<file path="src/rtl/calc_sequencer_if.sv">
// ============================================================================
// calc_sequencer_if
// Instruction handshake and calculator control bus bundle for calc_sequencer.
// Revision: 1.0
// ============================================================================
`default_nettype none

interface calc_sequencer_if #(
  parameter int CNT_W = 4
);
  logic             In_valid;
  logic             In_ready;
  logic             In_wen;
  logic [2:0]       In_rw;
  logic [2:0]       In_rx;
  logic [2:0]       In_ry;
  logic [7:0]       In_imm;
  logic             In_sel;
  logic [3:0]       In_ctrl;
  logic [CNT_W-1:0] In_rep;

  logic             WEN;
  logic [2:0]       RW;
  logic [2:0]       RX;
  logic [2:0]       RY;
  logic [7:0]       DataIn;
  logic             Sel;
  logic [3:0]       Ctrl;
  logic             Carry;

  modport master (
    output In_valid, In_wen, In_rw, In_rx, In_ry, In_imm, In_sel, In_ctrl, In_rep,
    input  In_ready,
    input  WEN, RW, RX, RY, DataIn, Sel, Ctrl,
    output Carry
  );

  modport slave (
    input  In_valid, In_wen, In_rw, In_rx, In_ry, In_imm, In_sel, In_ctrl, In_rep,
    output In_ready,
    output WEN, RW, RX, RY, DataIn, Sel, Ctrl,
    input  Carry
  );
endinterface

`default_nettype wire

</file>
<file path="src/rtl/calc_sequencer.sv">
// ============================================================================
// calc_sequencer
// FIFO-buffered instruction sequencer driving the calculator control bus with
// per-instruction repeat count. Optional stall input: CALC_SEQ_STALL_EN.
// Revision: 1.0
// ============================================================================
`default_nettype none

module calc_sequencer #(
  parameter int DEPTH = 4,
  parameter int CNT_W = 4
) (
  input  wire logic                   Clk,
  input  wire logic                   Rst_n,
`ifdef CALC_SEQ_STALL_EN
  input  wire logic                   Stall,
`endif
  calc_sequencer_if.slave             bus,
  output logic                        Carry_flag,
  output logic                        Done,
  output logic                        Busy,
  output logic [$clog2(DEPTH):0]      Level
);

  localparam int AW = $clog2(DEPTH);

  typedef struct packed {
    logic       wen;
    logic [2:0] rw;
    logic [2:0] rx;
    logic [2:0] ry;
    logic [7:0] imm;
    logic       sel;
    logic [3:0] ctrl;
  } cmd_t;

  typedef struct packed {
    cmd_t             cmd;
    logic [CNT_W-1:0] rep;
  } instr_t;

  typedef enum logic {
    IDLE = 1'b0,
    EXEC = 1'b1
  } state_e;

  state_e           state_q;
  instr_t           mem_q [DEPTH];
  logic [AW:0]      wr_q;
  logic [AW:0]      rd_q;
  logic [CNT_W-1:0] rem_q;
  cmd_t             cmd_q;
  logic             carry_q;
  logic             done_q;

  logic             stall;
  logic             empty;
  logic             full;
  logic             push;
  logic             pop;
  instr_t           in_d;
  instr_t           head;

`ifdef CALC_SEQ_STALL_EN
  assign stall = Stall;
`else
  assign stall = 1'b0;
`endif

  assign Level = wr_q - rd_q;
  assign empty = (wr_q == rd_q);
  assign full  = (Level == (AW+1)'(DEPTH));
  assign push  = bus.In_valid && !full;
  assign head  = mem_q[rd_q[AW-1:0]];
  // A pop happens either to leave IDLE or on the final repeat of the current command.
  assign pop   = !empty && !stall && ((state_q == IDLE) || (rem_q == '0));

  assign in_d.cmd.wen  = bus.In_wen;
  assign in_d.cmd.rw   = bus.In_rw;
  assign in_d.cmd.rx   = bus.In_rx;
  assign in_d.cmd.ry   = bus.In_ry;
  assign in_d.cmd.imm  = bus.In_imm;
  assign in_d.cmd.sel  = bus.In_sel;
  assign in_d.cmd.ctrl = bus.In_ctrl;
  assign in_d.rep      = bus.In_rep;

  always_ff @(posedge Clk) begin
    if (push) begin
      mem_q[wr_q[AW-1:0]] <= in_d;
    end
  end

  always_ff @(posedge Clk or negedge Rst_n) begin
    if (!Rst_n) begin
      state_q <= IDLE;
      wr_q    <= '0;
      rd_q    <= '0;
      rem_q   <= '0;
      cmd_q   <= '0;
      carry_q <= 1'b0;
      done_q  <= 1'b0;
    end else begin
      if (push) wr_q <= wr_q + (AW+1)'(1);
      if (pop)  rd_q <= rd_q + (AW+1)'(1);
      done_q <= 1'b0;
      case (state_q)
        IDLE: begin
          if (pop) begin
            cmd_q   <= head.cmd;
            rem_q   <= head.rep;
            state_q <= EXEC;
          end
        end
        EXEC: begin
          if (!stall) begin
            carry_q <= bus.Carry;
            if (rem_q != '0) begin
              rem_q <= rem_q - CNT_W'(1);
            end else begin
              done_q <= 1'b1;
              if (pop) begin
                cmd_q <= head.cmd;
                rem_q <= head.rep;
              end else begin
                cmd_q   <= '0;
                state_q <= IDLE;
              end
            end
          end
        end
      endcase
    end
  end

  // cmd_q is cleared whenever the FSM sits in IDLE, so the bus reads 0 there.
  assign bus.WEN      = cmd_q.wen && !stall;
  assign bus.RW       = cmd_q.rw;
  assign bus.RX       = cmd_q.rx;
  assign bus.RY       = cmd_q.ry;
  assign bus.DataIn   = cmd_q.imm;
  assign bus.Sel      = cmd_q.sel;
  assign bus.Ctrl     = cmd_q.ctrl;
  assign bus.In_ready = !full;

  assign Carry_flag = carry_q;
  assign Done       = done_q;
  assign Busy       = (state_q == EXEC) || !empty;

endmodule

`default_nettype wire
</file>
<file path="src/flat_wrapper.sv">
// flat-port wrapper written by rule: the top's interface ports become plain ports
module calc_sequencer_flat 
#(
  parameter int DEPTH = 4,
  parameter int CNT_W = 4
)
  (Clk, Rst_n, Carry_flag, Done, Busy, Level, bus_In_valid, bus_In_wen, bus_In_rw, bus_In_rx, bus_In_ry, bus_In_imm, bus_In_sel, bus_In_ctrl, bus_In_rep, bus_In_ready, bus_WEN, bus_RW, bus_RX, bus_RY, bus_DataIn, bus_Sel, bus_Ctrl, bus_Carry);
  calc_sequencer_if #(.CNT_W(CNT_W)) bus_i ();
  input  wire logic Clk;
  input  wire logic Rst_n;
  output logic Carry_flag;
  output logic Done;
  output logic Busy;
  output logic [$clog2(DEPTH):0] Level;
  input wire logic [$bits(bus_i.In_valid)-1:0] bus_In_valid;
  input wire logic [$bits(bus_i.In_wen)-1:0] bus_In_wen;
  input wire logic [$bits(bus_i.In_rw)-1:0] bus_In_rw;
  input wire logic [$bits(bus_i.In_rx)-1:0] bus_In_rx;
  input wire logic [$bits(bus_i.In_ry)-1:0] bus_In_ry;
  input wire logic [$bits(bus_i.In_imm)-1:0] bus_In_imm;
  input wire logic [$bits(bus_i.In_sel)-1:0] bus_In_sel;
  input wire logic [$bits(bus_i.In_ctrl)-1:0] bus_In_ctrl;
  input wire logic [$bits(bus_i.In_rep)-1:0] bus_In_rep;
  output wire logic [$bits(bus_i.In_ready)-1:0] bus_In_ready;
  output wire logic [$bits(bus_i.WEN)-1:0] bus_WEN;
  output wire logic [$bits(bus_i.RW)-1:0] bus_RW;
  output wire logic [$bits(bus_i.RX)-1:0] bus_RX;
  output wire logic [$bits(bus_i.RY)-1:0] bus_RY;
  output wire logic [$bits(bus_i.DataIn)-1:0] bus_DataIn;
  output wire logic [$bits(bus_i.Sel)-1:0] bus_Sel;
  output wire logic [$bits(bus_i.Ctrl)-1:0] bus_Ctrl;
  input wire logic [$bits(bus_i.Carry)-1:0] bus_Carry;
  assign bus_i.In_valid = bus_In_valid;
  assign bus_i.In_wen = bus_In_wen;
  assign bus_i.In_rw = bus_In_rw;
  assign bus_i.In_rx = bus_In_rx;
  assign bus_i.In_ry = bus_In_ry;
  assign bus_i.In_imm = bus_In_imm;
  assign bus_i.In_sel = bus_In_sel;
  assign bus_i.In_ctrl = bus_In_ctrl;
  assign bus_i.In_rep = bus_In_rep;
  assign bus_In_ready = bus_i.In_ready;
  assign bus_WEN = bus_i.WEN;
  assign bus_RW = bus_i.RW;
  assign bus_RX = bus_i.RX;
  assign bus_RY = bus_i.RY;
  assign bus_DataIn = bus_i.DataIn;
  assign bus_Sel = bus_i.Sel;
  assign bus_Ctrl = bus_i.Ctrl;
  assign bus_i.Carry = bus_Carry;
  calc_sequencer #(.DEPTH(DEPTH), .CNT_W(CNT_W)) u_core (.Clk(Clk), .Rst_n(Rst_n), .bus(bus_i), .Carry_flag(Carry_flag), .Done(Done), .Busy(Busy), .Level(Level));
endmodule
</file>
<file path="config.mk">
export PLATFORM = sky130hd
export DESIGN_NAME = calc_sequencer_flat
export DESIGN_NICKNAME = d
export VERILOG_FILES = /design/src/rtl/calc_sequencer_if.sv /design/src/rtl/calc_sequencer.sv /design/src/flat_wrapper.sv
export SDC_FILE = /design/constraint.sdc
export NUM_CORES = 1
export LEC_CHECK = 0
export ABC_AREA = 1
export CAP_MARGIN = 20
export CORE_MARGIN = 3
export CORE_UTILIZATION = 50
export CTS_CLUSTER_DIAMETER = 60
export DETAILED_ROUTE_END_ITERATION = 7
export GPL_TIMING_DRIVEN = 1
export PLACE_DENSITY = 0.72
export SYNTH_ARGS = -nofsm -noshare
export SYNTH_HDL_FRONTEND = slang
export SYNTH_SLANG_ARGS = --single-unit
</file>
<file path="constraint.sdc">
create_clock -name Clk -period 4.1 [get_ports Clk]
set_clock_uncertainty 0.15 [all_clocks]
set_input_delay 0.82 -clock Clk [delete_from_list [all_inputs] [get_ports Clk]]
set_output_delay 0.82 -clock Clk [all_outputs]
set_load 0.05 [all_outputs]
</file>
# After elaboration in Yosys (flattened, before gate mapping)
# Memory sizes are Yosys's and may differ from the RTL's.
# Cells that the tools add are included.
# totals
wordCells	46
mem_count	1
output_inout_bits	30
register_bits	36
ramBits	108
# mem_list
memory	depth	width	read_ports	rd_clocked_by_memory_dff	write_ports	line_no	text
u_core.mem_q	4	27	1	0	1	calc_sequencer.sv:48	instr_t mem_q [DEPTH];
# op_classes
n_reduce_logical	9
mux	14
add_sub_neg	4
bitwise	1
eq_ne	4
# op_table
cell	count
$mux W23	3
$pmux W23 S2	1
$mux W4	2
$pmux W4 S2	1
$add A3 B1 Y3 const B	2
$mux W1	6
$logic_not A4 Y1	1
$reduce_bool A4 Y1	1
$sub A4 B1 Y4 const B	1
$eq A3 B3 Y1	1
$eq A3 B3 Y1 const B	1
$sub A3 B3 Y3	1
$logic_and A1 B1 Y1	2
$logic_not A1 Y1	2
$logic_or A1 B1 Y1	2
$ne A2 B1 Y1 const B	1
$ne A2 B2 Y1 const B	1
$pmux W1 S2	1
$reduce_and A2 Y1	1
$not A1 Y1	1

# Longest topological paths before layout
# logic_depth
ltp_word	6
ltp_mapped	11
mapped_depth_nobuf	9

# Worst setup path after synthesis
# Ideal clock, no wire load.
# synth_path
path_kind	reg2reg
startpoint	register u_core.wr_q[0]
endpoint	memory u_core.mem_q[0][0] in the netlist's numbering (enable)
required_ps	3539
arrival_time_ps	2843
path_stages_with_launch	8
path_slack_ps	696
synth_period_minus_slack_ps	3404
cell_sequence	dfrtp_1 > inv_1 > ha_1 > fa_1 > nand3b_1 > nand3_2 > nand2_1 > nor2_1
# synth_between
elab_chain_cells	6
# synth_rtl
item	line_no	text
from (decl)	calc_sequencer.sv:49	logic [AW:0] wr_q;
from (signal assigned)	calc_sequencer.sv:103	if (push) wr_q <= wr_q + (AW+1)'(1);
$sub A3 B3 Y3	calc_sequencer.sv:70	assign Level = wr_q - rd_q;
$eq A3 B3 Y1	calc_sequencer.sv:72	assign full = (Level == (AW+1)'(DEPTH));
$logic_not A1 Y1	--	
named net bus_In_ready	flat_wrapper.sv:24	output wire logic [$bits(bus_i.In_ready)-1:0] bus_In_ready;
$logic_and A1 B1 Y1	calc_sequencer.sv:73	assign push = bus.In_valid && !full;
$mux W1	calc_sequencer.sv:88	if (push) begin
$mux W1 (implied by the code)	calc_sequencer.sv:89	mem_q[wr_q[AW-1:0]] <= in_d;
to (decl)	calc_sequencer.sv:48	
# The timed path passes the listed nets, and every way through them passes these cells.

# Worst setup path in the final report
# layout_path
startpoint	register u_core.wr_q[0]
endpoint	output bus_In_ready
# layout_between
elab_chain_cells	3
# layout_rtl
item	line_no	text
$sub A3 B3 Y3	calc_sequencer.sv:70	
$eq A3 B3 Y1	calc_sequencer.sv:72	
$logic_not A1 Y1	calc_sequencer.sv:143	assign bus.In_ready = !full;
to (decl)	flat_wrapper.sv:24	
# Every way passes these cells.

==> impl_metrics.prom <==
# TYPE chip_impl_metric gauge
chip_impl_metric{name="grt.overflow.total",unit=""} 0
chip_impl_metric{name="ys_seq_area_share",unit="%"} 71.2
chip_impl_metric{name="max_freq",unit="MHz"} 272
chip_impl_metric{name="clock_path_buffers",unit=""} 2
chip_impl_metric{name="floorplan.die_area",unit="sq um"} 13000
chip_impl_info{name="leading_cell_type_in_the_layout_fill_and_taps_excluded",value="sky130_fd_sc_hd__edfxtp_1"} 1
chip_impl_metric{name="drtAntennaViolNets",unit=""} 0
chip_impl_info{name="run_status",value="completed"} 1
chip_impl_metric{name="cts-buffers-inserted",unit=""} 17
chip_impl_metric{name="mapped_cell_area",unit="sq um"} 5820
chip_impl_metric{name="required_time_of_the_critical_path",unit="ns"} 3.13
chip_impl_metric{name="n_antenna_cell",unit=""} 0
chip_impl_metric{name="power_frac_comb",unit="%"} 39.7
chip_impl_metric{name="first_pass_iters",unit=""} 5
chip_impl_metric{name="synth_top_area_share",unit="%"} 55.7
chip_impl_metric{name="post_cts.repair.setup_buffers",unit=""} 0
chip_impl_info{name="final_cell_mix",value="108 x sky130_fd_sc_hd__edfxtp_1, 84 x sky130_fd_sc_hd__nand2_1, 77 x sky130_fd_sc_hd__nor2_1"} 1
chip_impl_metric{name="xor_and_xnor_area_share_after_synthesis",unit="%"} 0.452
chip_impl_metric{name="peakVddDrop",unit="mV"} 0.514
chip_impl_metric{name="syn-mean-instance-area",unit="sq um"} 11.7
chip_impl_metric{name="layout.core_utilization",unit="%"} 63.7
chip_impl_metric{name="tritoncts_num_sinks",unit=""} 144
chip_impl_metric{name="detail_route.wirelength",unit="um"} 11600
chip_impl_metric{name="postCtsResizedCells",unit=""} 0
chip_impl_metric{name="timing.critical_path.arrival",unit="ns"} 2.71
chip_impl_metric{name="worstMarginPinSlew",unit="ns"} 1.01
chip_impl_info{name="cp-end-kind",value="output pin"} 1
chip_impl_metric{name="fp.coreArea",unit="sq um"} 11100
chip_impl_info{name="criticalPathCategory",value="flip-flop to output pin"} 1
chip_impl_metric{name="gp_routability_congestion",unit=""} 0.814
chip_impl_metric{name="synth_warnings",unit=""} 0
chip_impl_info{name="min_to",value="u_core.Carry_flag"} 1
chip_impl_metric{name="p_total",unit="W"} 0.00607
chip_impl_metric{name="power.density_cell_area",unit="nW/um^2"} 857
chip_impl_metric{name="drcViolationCount",unit=""} 0
chip_impl_info{name="tritoncts",value="built"} 1
chip_impl_metric{name="register_to_register_path_depth",unit=""} 8
chip_impl_info{name="hold_path_class",value="flip-flop to flip-flop"} 1
chip_impl_metric{name="chipHeight",unit="um"} 114
chip_impl_info{name="post-synth-top-area-cell",value="sky130_fd_sc_hd__edfxtp_1"} 1
chip_impl_metric{name="final_cell_count_no_fill",unit=""} 714
chip_impl_metric{name="timing.reg2reg.setup_slack",unit="ns"} 1.34
chip_impl_info{name="regToRegStartpoint",value="u_core.wr_q[0]"} 1
chip_impl_metric{name="crit_path_max_incr_delay",unit="ns"} 0.81
chip_impl_info{name="setup.worst_path.start_class",value="flip-flop"} 1
chip_impl_metric{name="synth.area.mux_share",unit="%"} 0
chip_impl_info{name="timing.critical_path.cells",value="inv_1, ha_1, fa_1, nand3b_1, nand3_2, clkdlybuf4s50_1"} 1
chip_impl_metric{name="final_setup_viols",unit=""} 0
chip_impl_metric{name="post_synth_inst_count",unit=""} 498
chip_impl_metric{name="p_sw_share",unit="%"} 39.8
chip_impl_metric{name="core.rowCount",unit=""} 38
chip_impl_metric{name="hold_path_depth",unit=""} 2
chip_impl_metric{name="p_int",unit="W"} 0.00365
chip_impl_metric{name="max-slew-margin-rel",unit="%"} 32.8
chip_impl_metric{name="period_share",unit="%"} 89.7
chip_impl_metric{name="antenna_found_initial",unit=""} 0
chip_impl_info{name="setup_repair_after_global_routing_missed_its_margin",value="no"} 1
chip_impl_metric{name="htree_num_levels",unit=""} 4
chip_impl_metric{name="synth-adder-area-share",unit="%"} 2.06
chip_impl_info{name="worst_r2r_endpoint",value="u_core.mem_q[0][15]"} 1
chip_impl_metric{name="pwr-share-clk",unit="%"} 24.2
chip_impl_metric{name="clk_pin_slew_worst_setup_hold_paths",unit="ns"} 0.06
chip_impl_info{name="synth.top_cells.by_area",value="sky130_fd_sc_hd__edfxtp_1 56%, sky130_fd_sc_hd__dfrtp_1 15%, sky130_fd_sc_hd__o21ai_0 5.5%, sky130_fd_sc_hd__nand2_1 5.4%, sky130_fd_sc_hd__nor2_1 5.2%"} 1
chip_impl_metric{name="critPathMaxFanout",unit=""} 5
chip_impl_metric{name="drive_above_1_share",unit="%"} 8.71
chip_impl_metric{name="number_of_nets_in_the_layout",unit=""} 601
chip_impl_metric{name="yosys_register_bits",unit=""} 144
chip_impl_metric{name="switchingPower",unit="W"} 0.00241
chip_impl_metric{name="area_growth_syn_to_layout",unit="%"} 21.7
chip_impl_metric{name="setup_ws_final",unit="ns"} 0.424
chip_impl_metric{name="grt.total_usage",unit="%"} 18.8
chip_impl_metric{name="cts.hold.buffers_added",unit=""} 0
chip_impl_metric{name="maxSlewViolCount",unit=""} 0
chip_impl_metric{name="buffer_ports.inserted",unit=""} 60
chip_impl_metric{name="grt_max_degree",unit=""} 59
chip_impl_metric{name="floorplan.io_pins",unit=""} 61
chip_impl_info{name="ctsRootBufferMaster",value="sky130_fd_sc_hd__clkbuf_16"} 1
chip_impl_metric{name="die_width",unit="um"} 114
chip_impl_metric{name="synth_compound_gate_area_share",unit="%"} 7.23
chip_impl_info{name="critical_path.slowest_cell",value="sky130_fd_sc_hd__clkdlybuf4s50_1"} 1
chip_impl_metric{name="hpwl",unit="um"} 6590
chip_impl_metric{name="vias_per_cell",unit=""} 5.24
chip_impl_metric{name="initial_utilization",unit="%"} 52.3
chip_impl_metric{name="grt_pass1_vias",unit=""} 3710
chip_impl_metric{name="detailedPlace.worstSlack",unit="ns"} 0.853
chip_impl_info{name="combinational_family_with_the_most_area_after_synthesis",value="simple AND/OR/NAND/NOR gates"} 1
chip_impl_metric{name="timing.final.crit_period",unit="ns"} 3.68
chip_impl_metric{name="power_leakage",unit="nW"} 2.76
chip_impl_metric{name="tns",unit="ns"} 0
chip_impl_metric{name="synth_simple_gate_area_share",unit="%"} 15.1
chip_impl_metric{name="routedWlPerCell",unit="um"} 16.3
chip_impl_metric{name="drtIter0Drc",unit=""} 326
chip_impl_metric{name="synth.distinct_cells",unit=""} 26
chip_impl_metric{name="hold_violations",unit=""} 0
chip_impl_metric{name="detailroute.via_count",unit=""} 3741
chip_impl_metric{name="global_route_wire_length_before_repair",unit="um"} 18500
chip_impl_metric{name="place_inst",unit=""} 682
chip_impl_metric{name="drv_cap",unit=""} 0
chip_impl_metric{name="syn-num-nets",unit=""} 538
chip_impl_info{name="min-delay-start",value="u_core.Carry_flag"} 1
chip_impl_metric{name="seq_power_share",unit="%"} 36.1
chip_impl_metric{name="worst_skew_pair.late_latency",unit="ns"} 0.41
[worst max-delay path by stage]
stage	start	to	slack, ns
after floorplan	u_core.wr_q[0]	u_core.mem_q[0][0]	0.70
after global placement	u_core.wr_q[0]	bus_In_ready	0.97
after detailed placement	u_core.wr_q[0]	bus_In_ready	0.85
after CTS	u_core.wr_q[0]	bus_In_ready	0.41
after global routing	u_core.wr_q[0]	bus_In_ready	0.28
final	u_core.wr_q[0]	bus_In_ready	0.42
[cell type report]
cell class	instances	area [sq um]
flip-flops and latches	144	4150
fillers	856	4040
multi-input cells	307	1450
repair buffers	66	641
clock buffers	18	429
well taps	140	175
clock inverters	14	143
inverters	25	96.3
[registers in the layout, indices dropped and copies added (netlist names), 3 cells and up]
register,cells
u_core.mem_q,108
u_core.bus.DataIn,8
u_core.bus.Ctrl,4
u_core.rem_q,4
u_core.bus.RW,3
u_core.bus.RX,3
u_core.bus.RY,3
u_core.rd_q,3
u_core.wr_q,3
[Yosys cell counts]
library cell and number:
sky130_fd_sc_hd__nand3_2 2, sky130_fd_sc_hd__nand4_1 2, sky130_fd_sc_hd__nor2_1 81, sky130_fd_sc_hd__fa_1 1, sky130_fd_sc_hd__and2_1 1, sky130_fd_sc_hd__buf_2 9, sky130_fd_sc_hd__buf_6 4, sky130_fd_sc_hd__nand3_1 36
sky130_fd_sc_hd__nand2_1 84, sky130_fd_sc_hd__nor2_2 1, sky130_fd_sc_hd__nand2_2 2, sky130_fd_sc_hd__edfxtp_1 108, sky130_fd_sc_hd__ha_1 8, sky130_fd_sc_hd__xnor2_1 1, sky130_fd_sc_hd__buf_4 3, sky130_fd_sc_hd__a21oi_1 6
sky130_fd_sc_hd__nand2_4 1, sky130_fd_sc_hd__nand3b_1 1, sky130_fd_sc_hd__clkbuf_1 6, sky130_fd_sc_hd__xor2_1 2, sky130_fd_sc_hd__dfrtp_1 36, sky130_fd_sc_hd__o21ai_0 64, sky130_fd_sc_hd__inv_2 2, sky130_fd_sc_hd__inv_4 1
sky130_fd_sc_hd__o21ai_1 14, sky130_fd_sc_hd__inv_1 22
[logic make-up (layout without fill, tap and decap cells)]
kind of cell               count (synthesis)  after routing
DFF                                      144            144
and+or+nand+nor                          211            211
AOI/OAI and AO/OA                         84             84
xor gates and xnor gates                   3              3
adders and majority gates                  9              9
buffers and inverters                     47            123
[critical path, delay by kind of cell, from the launching register on]
kind          cells  cell delay (ns)
buf+inv           2             0.92
flops             1             0.40
fa+ha+maj         2             0.63
simple gates      2             0.35
[metal layers]
metal / part of all wire, % / GRT usage, % / wire length (um) / vias to the layer above
li1: - / - / - / 1837
met5: 0 / 0 / 0 / -
met1: 44 / 24.7 / 5140 / 1809
met3: 5.7 / 5.41 / 662 / 12
met2: 49 / 30.6 / 5680 / 83
met4: 1.1 / 6.10 / 129 / 0
[power by group through the flow]
stage / sequential, W / combinational (W) / clock (W)
after floorplan: 0.00258 / 0.00134 / 0
after global placement: 0.00219 / 0.00236 / 0
after detailed placement: 0.00221 / 0.00242 / 0
after CTS: 0.00219 / 0.00243 / 0.00149
after global routing: 0.00222 / 0.00265 / 0.00157
final: 0.00219 / 0.00241 / 0.00147
[per-stage QoR]
stage                     cell area, sq um  hold WS [ns]
after floorplan                       5820         0.342
after global placement                6510         0.317
after detailed placement              6510         0.316
after CTS                             7080         0.333
after global routing                  7080         0.382
final                                 7080         0.331
No activity file was read; power rests on OpenSTA's default activity.
